--- config.mk ---
export PLATFORM = sky130hd
export DESIGN_NAME = select_control_fsm
export DESIGN_NICKNAME = d
export VERILOG_FILES = /design/src/rtl/select_control_pkg.sv /design/src/rtl/select_control_decode.sv /design/src/rtl/select_control_fsm.sv
export SDC_FILE = /design/constraint.sdc
export NUM_CORES = 1
export LEC_CHECK = 0
export ABC_CLOCK_PERIOD_IN_PS = 2300
export BUFFER_PORTS_ARGS = -buffer_cell sky130_fd_sc_hd__buf_2
export CAP_MARGIN = 30
export CORE_UTILIZATION = 47
export DETAILED_ROUTE_END_ITERATION = 16
export PLACE_DENSITY_LB_ADDON = 0.08
export SETUP_SLACK_MARGIN = 0.1
export SYNTH_ARGS = -nofsm -noshare
export SYNTH_HDL_FRONTEND = slang
export SYNTH_HIERARCHICAL = 1
export SYNTH_SLANG_ARGS = --single-unit
--- constraint.sdc ---
create_clock -name clock -period 2.3 [get_ports clock]
set_input_delay 0.23 -clock clock [delete_from_list [all_inputs] [get_ports clock]]
set_output_delay 0.23 -clock clock [all_outputs]
set_load 0.01 [all_outputs]
--- src/rtl/select_control_pkg.sv ---
// ============================================================================
// Module      : select_control_pkg
// Description : Shared types for the select/encode control sequencer: state
//               enumeration, opcode constants, ALU encodings, decoded strobe
//               bundle and opcode classification helpers.
// Revision    : 1.0 - initial release
// ============================================================================
`default_nettype none

package select_control_pkg;

  // Controller states; IDLE and HALTED are the only non-running states
  typedef enum logic [3:0] {
    S_IDLE   = 4'd0,
    S_T0     = 4'd1,
    S_T1     = 4'd2,
    S_T2     = 4'd3,
    S_T3     = 4'd4,
    S_T4     = 4'd5,
    S_T5     = 4'd6,
    S_T6     = 4'd7,
    S_T7     = 4'd8,
    S_HALTED = 4'd9
  } state_t;

  // Opcodes, taken from IR[31:27]
  localparam logic [4:0] OP_LD   = 5'b00000;
  localparam logic [4:0] OP_ST   = 5'b00010;
  localparam logic [4:0] OP_ADD  = 5'b00011;
  localparam logic [4:0] OP_SUB  = 5'b00100;
  localparam logic [4:0] OP_AND  = 5'b00101;
  localparam logic [4:0] OP_OR   = 5'b00110;
  localparam logic [4:0] OP_ADDI = 5'b01100;
  localparam logic [4:0] OP_NOP  = 5'b11010;
  localparam logic [4:0] OP_HALT = 5'b11011;

  // ALU operation encodings
  localparam logic [1:0] ALU_ADD = 2'd0;
  localparam logic [1:0] ALU_SUB = 2'd1;
  localparam logic [1:0] ALU_AND = 2'd2;
  localparam logic [1:0] ALU_OR  = 2'd3;

  // Execution behaviour of an opcode; unknown opcodes behave as nop
  typedef enum logic [2:0] {
    CL_NOP  = 3'd0,
    CL_ALU  = 3'd1,
    CL_ADDI = 3'd2,
    CL_LD   = 3'd3,
    CL_ST   = 3'd4,
    CL_HALT = 3'd5
  } op_class_t;

  // Full set of strobes driven toward the datapath
  typedef struct packed {
    logic       gra;
    logic       grb;
    logic       grc;
    logic       rin;
    logic       rout;
    logic       baout;
    logic       pcout;
    logic       pcin;
    logic       incpc;
    logic       marin;
    logic       mdrin;
    logic       mdrout;
    logic       irin;
    logic       yin;
    logic       zin;
    logic       zlowout;
    logic       cout;
    logic       read;
    logic       write;
    logic [1:0] alu_op;
    logic       run;
  } ctrl_t;

  function automatic op_class_t classify(input logic [4:0] op);
    op_class_t cls;
    case (op)
      OP_LD:                          cls = CL_LD;
      OP_ST:                          cls = CL_ST;
      OP_ADD, OP_SUB, OP_AND, OP_OR:  cls = CL_ALU;
      OP_ADDI:                        cls = CL_ADDI;
      OP_HALT:                        cls = CL_HALT;
      default:                        cls = CL_NOP;
    endcase
    return cls;
  endfunction

  function automatic logic [1:0] alu_sel(input logic [4:0] op);
    logic [1:0] sel;
    case (op)
      OP_SUB:  sel = ALU_SUB;
      OP_AND:  sel = ALU_AND;
      OP_OR:   sel = ALU_OR;
      default: sel = ALU_ADD;
    endcase
    return sel;
  endfunction

endpackage

`default_nettype wire

--- src/rtl/select_control_decode.sv ---
// ============================================================================
// Module      : select_control_decode
// Description : Purely combinational Moore decode from controller state and
//               latched opcode to the datapath strobe bundle.
// Revision    : 1.0 - initial release
// ============================================================================
`default_nettype none

module select_control_decode
  import select_control_pkg::*;
(
  input  state_t     i_state,
  input  logic [4:0] i_op,
  input  logic       i_t1_first,
  output ctrl_t      o_ctrl
);

  op_class_t w_cls;

  assign w_cls = classify(i_op);

  // Strobe decode: everything defaults low, each state raises only its own set
  always_comb begin
    o_ctrl = '0;
    case (i_state)
      S_T0: begin
        o_ctrl.pcout = 1'b1;
        o_ctrl.marin = 1'b1;
        o_ctrl.incpc = 1'b1;
        o_ctrl.zin   = 1'b1;
      end
      S_T1: begin
        o_ctrl.zlowout = 1'b1;
        o_ctrl.pcin    = i_t1_first;   // PC loads once even if the fetch waits
        o_ctrl.read    = 1'b1;
        o_ctrl.mdrin   = 1'b1;
      end
      S_T2: begin
        o_ctrl.mdrout = 1'b1;
        o_ctrl.irin   = 1'b1;
      end
      S_T3: begin
        o_ctrl.grb = 1'b1;
        o_ctrl.yin = 1'b1;
        if (w_cls == CL_LD || w_cls == CL_ST) begin
          o_ctrl.baout = 1'b1;
        end else if (w_cls == CL_ALU || w_cls == CL_ADDI) begin
          o_ctrl.rout = 1'b1;
        end
      end
      S_T4: begin
        o_ctrl.zin = 1'b1;
        if (w_cls == CL_ALU) begin
          o_ctrl.grc    = 1'b1;
          o_ctrl.rout   = 1'b1;
          o_ctrl.alu_op = alu_sel(i_op);
        end else begin
          // Immediate/displacement add for addi, ld and st
          o_ctrl.cout   = 1'b1;
          o_ctrl.alu_op = ALU_ADD;
        end
      end
      S_T5: begin
        o_ctrl.zlowout = 1'b1;
        if (w_cls == CL_LD || w_cls == CL_ST) begin
          o_ctrl.marin = 1'b1;
        end else begin
          o_ctrl.gra = 1'b1;
          o_ctrl.rin = 1'b1;
        end
      end
      S_T6: begin
        o_ctrl.mdrin = 1'b1;
        if (w_cls == CL_ST) begin
          o_ctrl.gra  = 1'b1;
          o_ctrl.rout = 1'b1;
        end else begin
          o_ctrl.read = 1'b1;
        end
      end
      S_T7: begin
        if (w_cls == CL_ST) begin
          o_ctrl.write = 1'b1;
        end else begin
          o_ctrl.mdrout = 1'b1;
          o_ctrl.gra    = 1'b1;
          o_ctrl.rin    = 1'b1;
        end
      end
      default: begin
        o_ctrl = '0;
      end
    endcase
    o_ctrl.run = (i_state != S_IDLE) && (i_state != S_HALTED);
  end

endmodule

`default_nettype wire

--- src/rtl/select_control_fsm.sv ---
// ============================================================================
// Module      : select_control_fsm
// Description : Fetch/execute control sequencer for a simple register-file
//               datapath. Holds the state register, latched opcode and
//               transition logic; strobes come from select_control_decode.
// Revision    : 1.0 - initial release
// ============================================================================
`default_nettype none

module select_control_fsm
  import select_control_pkg::*;
(
  input  logic        clock,
  input  logic        reset_n,
  input  logic        start,
  input  logic        mem_ready,
  input  logic [31:0] IR,
  output logic        Gra,
  output logic        Grb,
  output logic        Grc,
  output logic        Rin,
  output logic        Rout,
  output logic        BAout,
  output logic        PCout,
  output logic        PCin,
  output logic        IncPC,
  output logic        MARin,
  output logic        MDRin,
  output logic        MDRout,
  output logic        IRin,
  output logic        Yin,
  output logic        Zin,
  output logic        Zlowout,
  output logic        Cout,
  output logic        Read,
  output logic        Write,
  output logic [1:0]  alu_op,
  output logic        run
);

  state_t     r_state;
  state_t     w_next;
  logic [4:0] r_op;
  logic       r_t1_first;
  op_class_t  w_ir_cls;
  op_class_t  w_op_cls;
  ctrl_t      w_ctrl;
  logic       w_unused_ir;

  assign w_ir_cls    = classify(IR[31:27]);
  assign w_op_cls    = classify(r_op);
  assign w_unused_ir = ^IR[26:0];   // operand fields are consumed by the datapath, not here

  // State register, opcode latch (taken as IR is loaded) and first-T1-cycle flag
  always_ff @(posedge clock or negedge reset_n) begin
    if (!reset_n) begin
      r_state    <= S_IDLE;
      r_op       <= OP_NOP;
      r_t1_first <= 1'b0;
    end else begin
      r_state    <= w_next;
      r_t1_first <= (w_next == S_T1) && (r_state != S_T1);
      if (r_state == S_T2) begin
        r_op <= IR[31:27];
      end
    end
  end

  // Next-state logic; mem_ready is only looked at in the three memory-wait states
  always_comb begin
    w_next = r_state;
    case (r_state)
      S_IDLE: if (start) w_next = S_T0;
      S_T0:   w_next = S_T1;
      S_T1:   if (mem_ready) w_next = S_T2;
      S_T2: begin
        case (w_ir_cls)
          CL_HALT: w_next = S_HALTED;
          CL_NOP:  w_next = S_T0;
          default: w_next = S_T3;
        endcase
      end
      S_T3:   w_next = S_T4;
      S_T4:   w_next = S_T5;
      S_T5: begin
        if (w_op_cls == CL_LD || w_op_cls == CL_ST) w_next = S_T6;
        else                                        w_next = S_T0;
      end
      S_T6: begin
        if (w_op_cls == CL_ST || mem_ready) w_next = S_T7;
      end
      S_T7: begin
        if (w_op_cls != CL_ST || mem_ready) w_next = S_T0;
      end
      S_HALTED: w_next = S_HALTED;
      default:  w_next = S_IDLE;
    endcase
  end

  select_control_decode u_decode (
    .i_state    (r_state),
    .i_op       (r_op),
    .i_t1_first (r_t1_first),
    .o_ctrl     (w_ctrl)
  );

  assign Gra     = w_ctrl.gra;
  assign Grb     = w_ctrl.grb;
  assign Grc     = w_ctrl.grc;
  assign Rin     = w_ctrl.rin;
  assign Rout    = w_ctrl.rout;
  assign BAout   = w_ctrl.baout;
  assign PCout   = w_ctrl.pcout;
  assign PCin    = w_ctrl.pcin;
  assign IncPC   = w_ctrl.incpc;
  assign MARin   = w_ctrl.marin;
  assign MDRin   = w_ctrl.mdrin;
  assign MDRout  = w_ctrl.mdrout;
  assign IRin    = w_ctrl.irin;
  assign Yin     = w_ctrl.yin;
  assign Zin     = w_ctrl.zin;
  assign Zlowout = w_ctrl.zlowout;
  assign Cout    = w_ctrl.cout;
  assign Read    = w_ctrl.read;
  assign Write   = w_ctrl.write;
  assign alu_op  = w_ctrl.alu_op;
  assign run     = w_ctrl.run;

endmodule

`default_nettype wire

==> run_results.csv <==
group,metric,value,unit
status,outcome,"finished, violations left",
status,violations,"setup timing",
yosys,synth_area_leaders,"dfrtp_1 14%, ha_1 11%, dfstp_2 6.4%",
routing,detail_route.first_pass.iterations,5,
min_path,hold_path_end,"r_op[3]",
yosys,syn_avg_cell_area,8.133,sq um
timing,period_share,102.4,%
floorplanning,die_area,2839,sq um
yosys,synthFlopType,"dfrtp_1",
yosys,synth-async-reset-ratio,100.0,%
layout,nets,235,
pwr,clock_power_share,7.9,%
floorplanning,fp.dieW,53.29,um
timing,rsz0062_at_grt,"true",
yosys,yosys_register_bits,10,
min_path,hp-start,"IR[30]",
pwr,power_frac_seq,21.0,%
layout,diodes,0,
pwr,switching_share,47.47,%
grt,grtUsageTotal,20.86,%
yosys,synth-seq-area-share,20.55,%
critical_path,cp.arrival,2.12,ns
critical_path,reg2reg_from,"r_op[1]",
placement,dp_slack,0.1290,ns
timing,maxSlewHeadroom,64.27,%
floorplanning,initial_core_util,49.90,%
job,drv_cap,0,
floorplanning,rows,18,
pwr,p_sw,0.9143,mW
timing,setup_viol,3,
routing,antenna_left,0,
layout,nFillCells,245,
critical_path,worstSetupEndpointType,"primary output",
routing,wl_per_cell,12.35,um
grt,grt_max_degree,22,
critical_path,cp_num_buf_inv,3,
timing,skew,0.002323,ns
timing,fin_ws,-0.05458,ns
yosys,synth_top_area_share,14.17,%
critical_path,critPathMaxFanout,3,
routing,drt_iter0_drc,21,
timing,fin_crit,2.355,ns
critical_path,crit_family,"simple AND/OR/NAND/NOR gates",
clocking,cts.path.max_buffers,2,
routing,finalWirelength,2.681,mm
grt,overflow,0,
routing,via_per_inst,5.567,
critical_path,cpPeakStageDelay,0.53,ns
pwr,powerDensity,1270,nW/um^2
clocking,cts_tree,"built",
timing,fmax,424.7,MHz
yosys,synth_cell_type_count,50,
grt,grt_pass1_vias,1050,
critical_path,rrSetupSlack,0.35,ns
floorplanning,core-area,2477,sq um
clocking,clk_pin_slew,0.06,ns
layout,final_layout_size_suffix_gt1_share,34.22,%
placement,dpl.hpwl,2.066,mm
floorplanning,die_h,53.29,um
yosys,syn_nets,199,
clocking,insertion_delay,0.26,ns
yosys,yosysWarningCount,6,
critical_path,critPathSlowestCell,"dfstp_2",
yosys,synth_enable_flop_cells,0,
critical_path,crit_required,2.07,ns
clocking,htree_num_levels,1,
yosys,yosysTopAreaCell,"dfrtp_1",
routing,drc,0,
critical_path,start_kind,"flip-flop",
yosys,syn-cell-area,1236,sq um
placement,routabilityCongestion,0.8878,
grt,grt_first_pass_wirelength,4.395,mm
critical_path,path_depth,8,
clocking,cts_root_buf,"clkbuf_4",
timing,drv_slew,0,
routing,vias,1208,
pwr,p_int,1.012,mW
timing,worst_pin_slew,0.5285,ns
floorplanning,io_pins,58,
yosys,postSynthCellCount,152,
layout,syn_to_final_growth,22.67,%
timing,fin_tns_setup,-0.09734,ns
grt,grt_antenna_before_repair,0,
min_path,hold_depth,2,
critical_path,worst-r2r-cell-count,7,
pwr,vdd_drop_max,0.6813,mV
clocking,cts_sinks,10,
clocking,cts_buffers,3,
placement,io_buffers,30,
pwr,power.leakage,0.7042,nW
min_path,hp-class,"in2reg",
timing,hold_viol_final,0,
critical_path,rr_endpoint,"r_state[2]",
critical_path,crit_path_cell_trace,"inv_2, ha_4, buf_4, nor3_2, nor2_1, or4_1, a31oi_1, buf_2",
pwr,comb_power_share,71.2,%
critical_path,path_class,"reg2out",
worst register-to-register path, delay by kind of cell, from the launching register on:
family	cells	cell delay, ns
flops	1	0.53
compound gates	2	0.24
simple gates	2	0.58
fa+ha+maj	1	0.29
buf+inv	2	0.20
kinds of logic (layout without fill, tap and decap cells):
family	after synthesis	count (layout)	synth area share (%)
AO/OA/AOI/OAI	26	26	15.69
XOR/XNOR	2	2	1.417
adder cells (fa/ha/maj)	11	11	11.13
buffers and inverters	19	54	9.008
flip-flops	10	10	20.55
multiplexers	6	6	5.162
AND/OR/NAND/NOR	78	78	37.05
layout by cell type, fill, tap and decap left out, types with 2 or more instances in the layout:
cell type,netlist,layout
nand4_1,2,2
nand2b_1,6,6
o21ai_0,4,4
nand3_1,3,3
nor3_1,7,6
or4_1,3,3
a211o_1,2,2
ha_4,0,2
mux2i_1,3,3
o32ai_1,2,2
nand2_1,11,10
buf_4,3,9
a21oi_1,5,5
dfrtp_1,7,6
inv_1,10,9
or2_1,2,2
mux2_2,3,3
clkbuf_4,0,3
or3b_1,3,3
a31oi_1,2,2
nor2_1,15,15
ha_1,11,9
and2b_2,2,2
or4b_1,2,2
nor2_2,2,2
nor4_1,3,3
buf_2,3,30
nor2b_1,8,8
dfstp_2,3,3
Yosys cell counts (all sizes together) (4+ instances only):
cell,instances
nand2b,6
nor3,7
nor2,17
buf,8
inv,10
o21ai,4
dfrtp,7
a21oi,5
nor2b,8
ha,11
nand2,11
power by group through the flow:
stage	Sequential (mW)	Clock [mW]	Combinational, mW
after floorplan	0.384	0	0.947
after global placement	0.384	0	1.22
after detailed placement	0.390	0	1.26
after CTS	0.402	0.154	1.36
after global routing	0.424	0.165	1.53
final	0.404	0.151	1.37
through the flow:
step | instance area, sq um | hold slack (ns) | cells | power (mW) | utilization [%]
floorplan | 1236 | -0.06559 | 152 | 1.330 | -
global placement | 1403 | 0.09006 | 210 | 1.607 | 56.62
finish | 1516 | 0.2653 | 217 | 1.926 | 61.21
CTS | 1510 | 0.2636 | 217 | 1.916 | 60.96
detailed placement | 1403 | 0.09188 | 210 | 1.649 | 56.62
global route | 1516 | 0.2691 | 217 | 2.117 | 61.21
layer usage:
metal | part of all wire (%) | vias up | routed length [um] | track usage (%)
met5 | 0 | - | 0 | 0
met4 | 0.75 | 0 | 20 | 6.579
met3 | 3.7 | 3 | 99 | 0.8621
met2 | 51 | 36 | 1380 | 38.96
met1 | 44 | 549 | 1181 | 25.00
li1 | - | 620 | - | -
flip-flops by register name (all words and copies together) (netlist names):
signal	count
r_t1_first	1
r_op	5
r_state	4
timing repair:
| action | in CTS | in global routing |
|---|---|---|
| endpoints found under the setup margin | 9 | 10 |
| setup buffers | 2 | 0 |
| pin swaps | 5 | 3 |
| hold buffers | 1 | 0 |
| endpoints found under the hold margin | 7 | 0 |
| gates resized for setup | 8 | 2 |
worst max path at each step:
| stage | startpoint | to | slack, ns |
|---|---|---|---|
| 3_3_place_gp | r_op[1] | MARin | 0.14 |
| 6_report | r_op[1] | Rout | -0.05 |
| 2_1_floorplan | r_op[1] | BAout | 0.13 |
| 5_1_grt | r_op[1] | MARin | -0.14 |
| 3_5_place_dp | r_op[1] | MARin | 0.13 |
| 4_1_cts | r_op[1] | MARin | -0.1 |
cell type report:
type,instances,area [sq um],share of cell area (%)
inverters,10,37.54,2.475
repair buffers,40,227.7,15.02
clock buffers,4,36.28,2.393
multi-input cells,123,922.1,60.81
well taps,30,37.54,2.475
flip-flops and latches,10,255.2,16.83
Power figures use the tool's default switching activity.
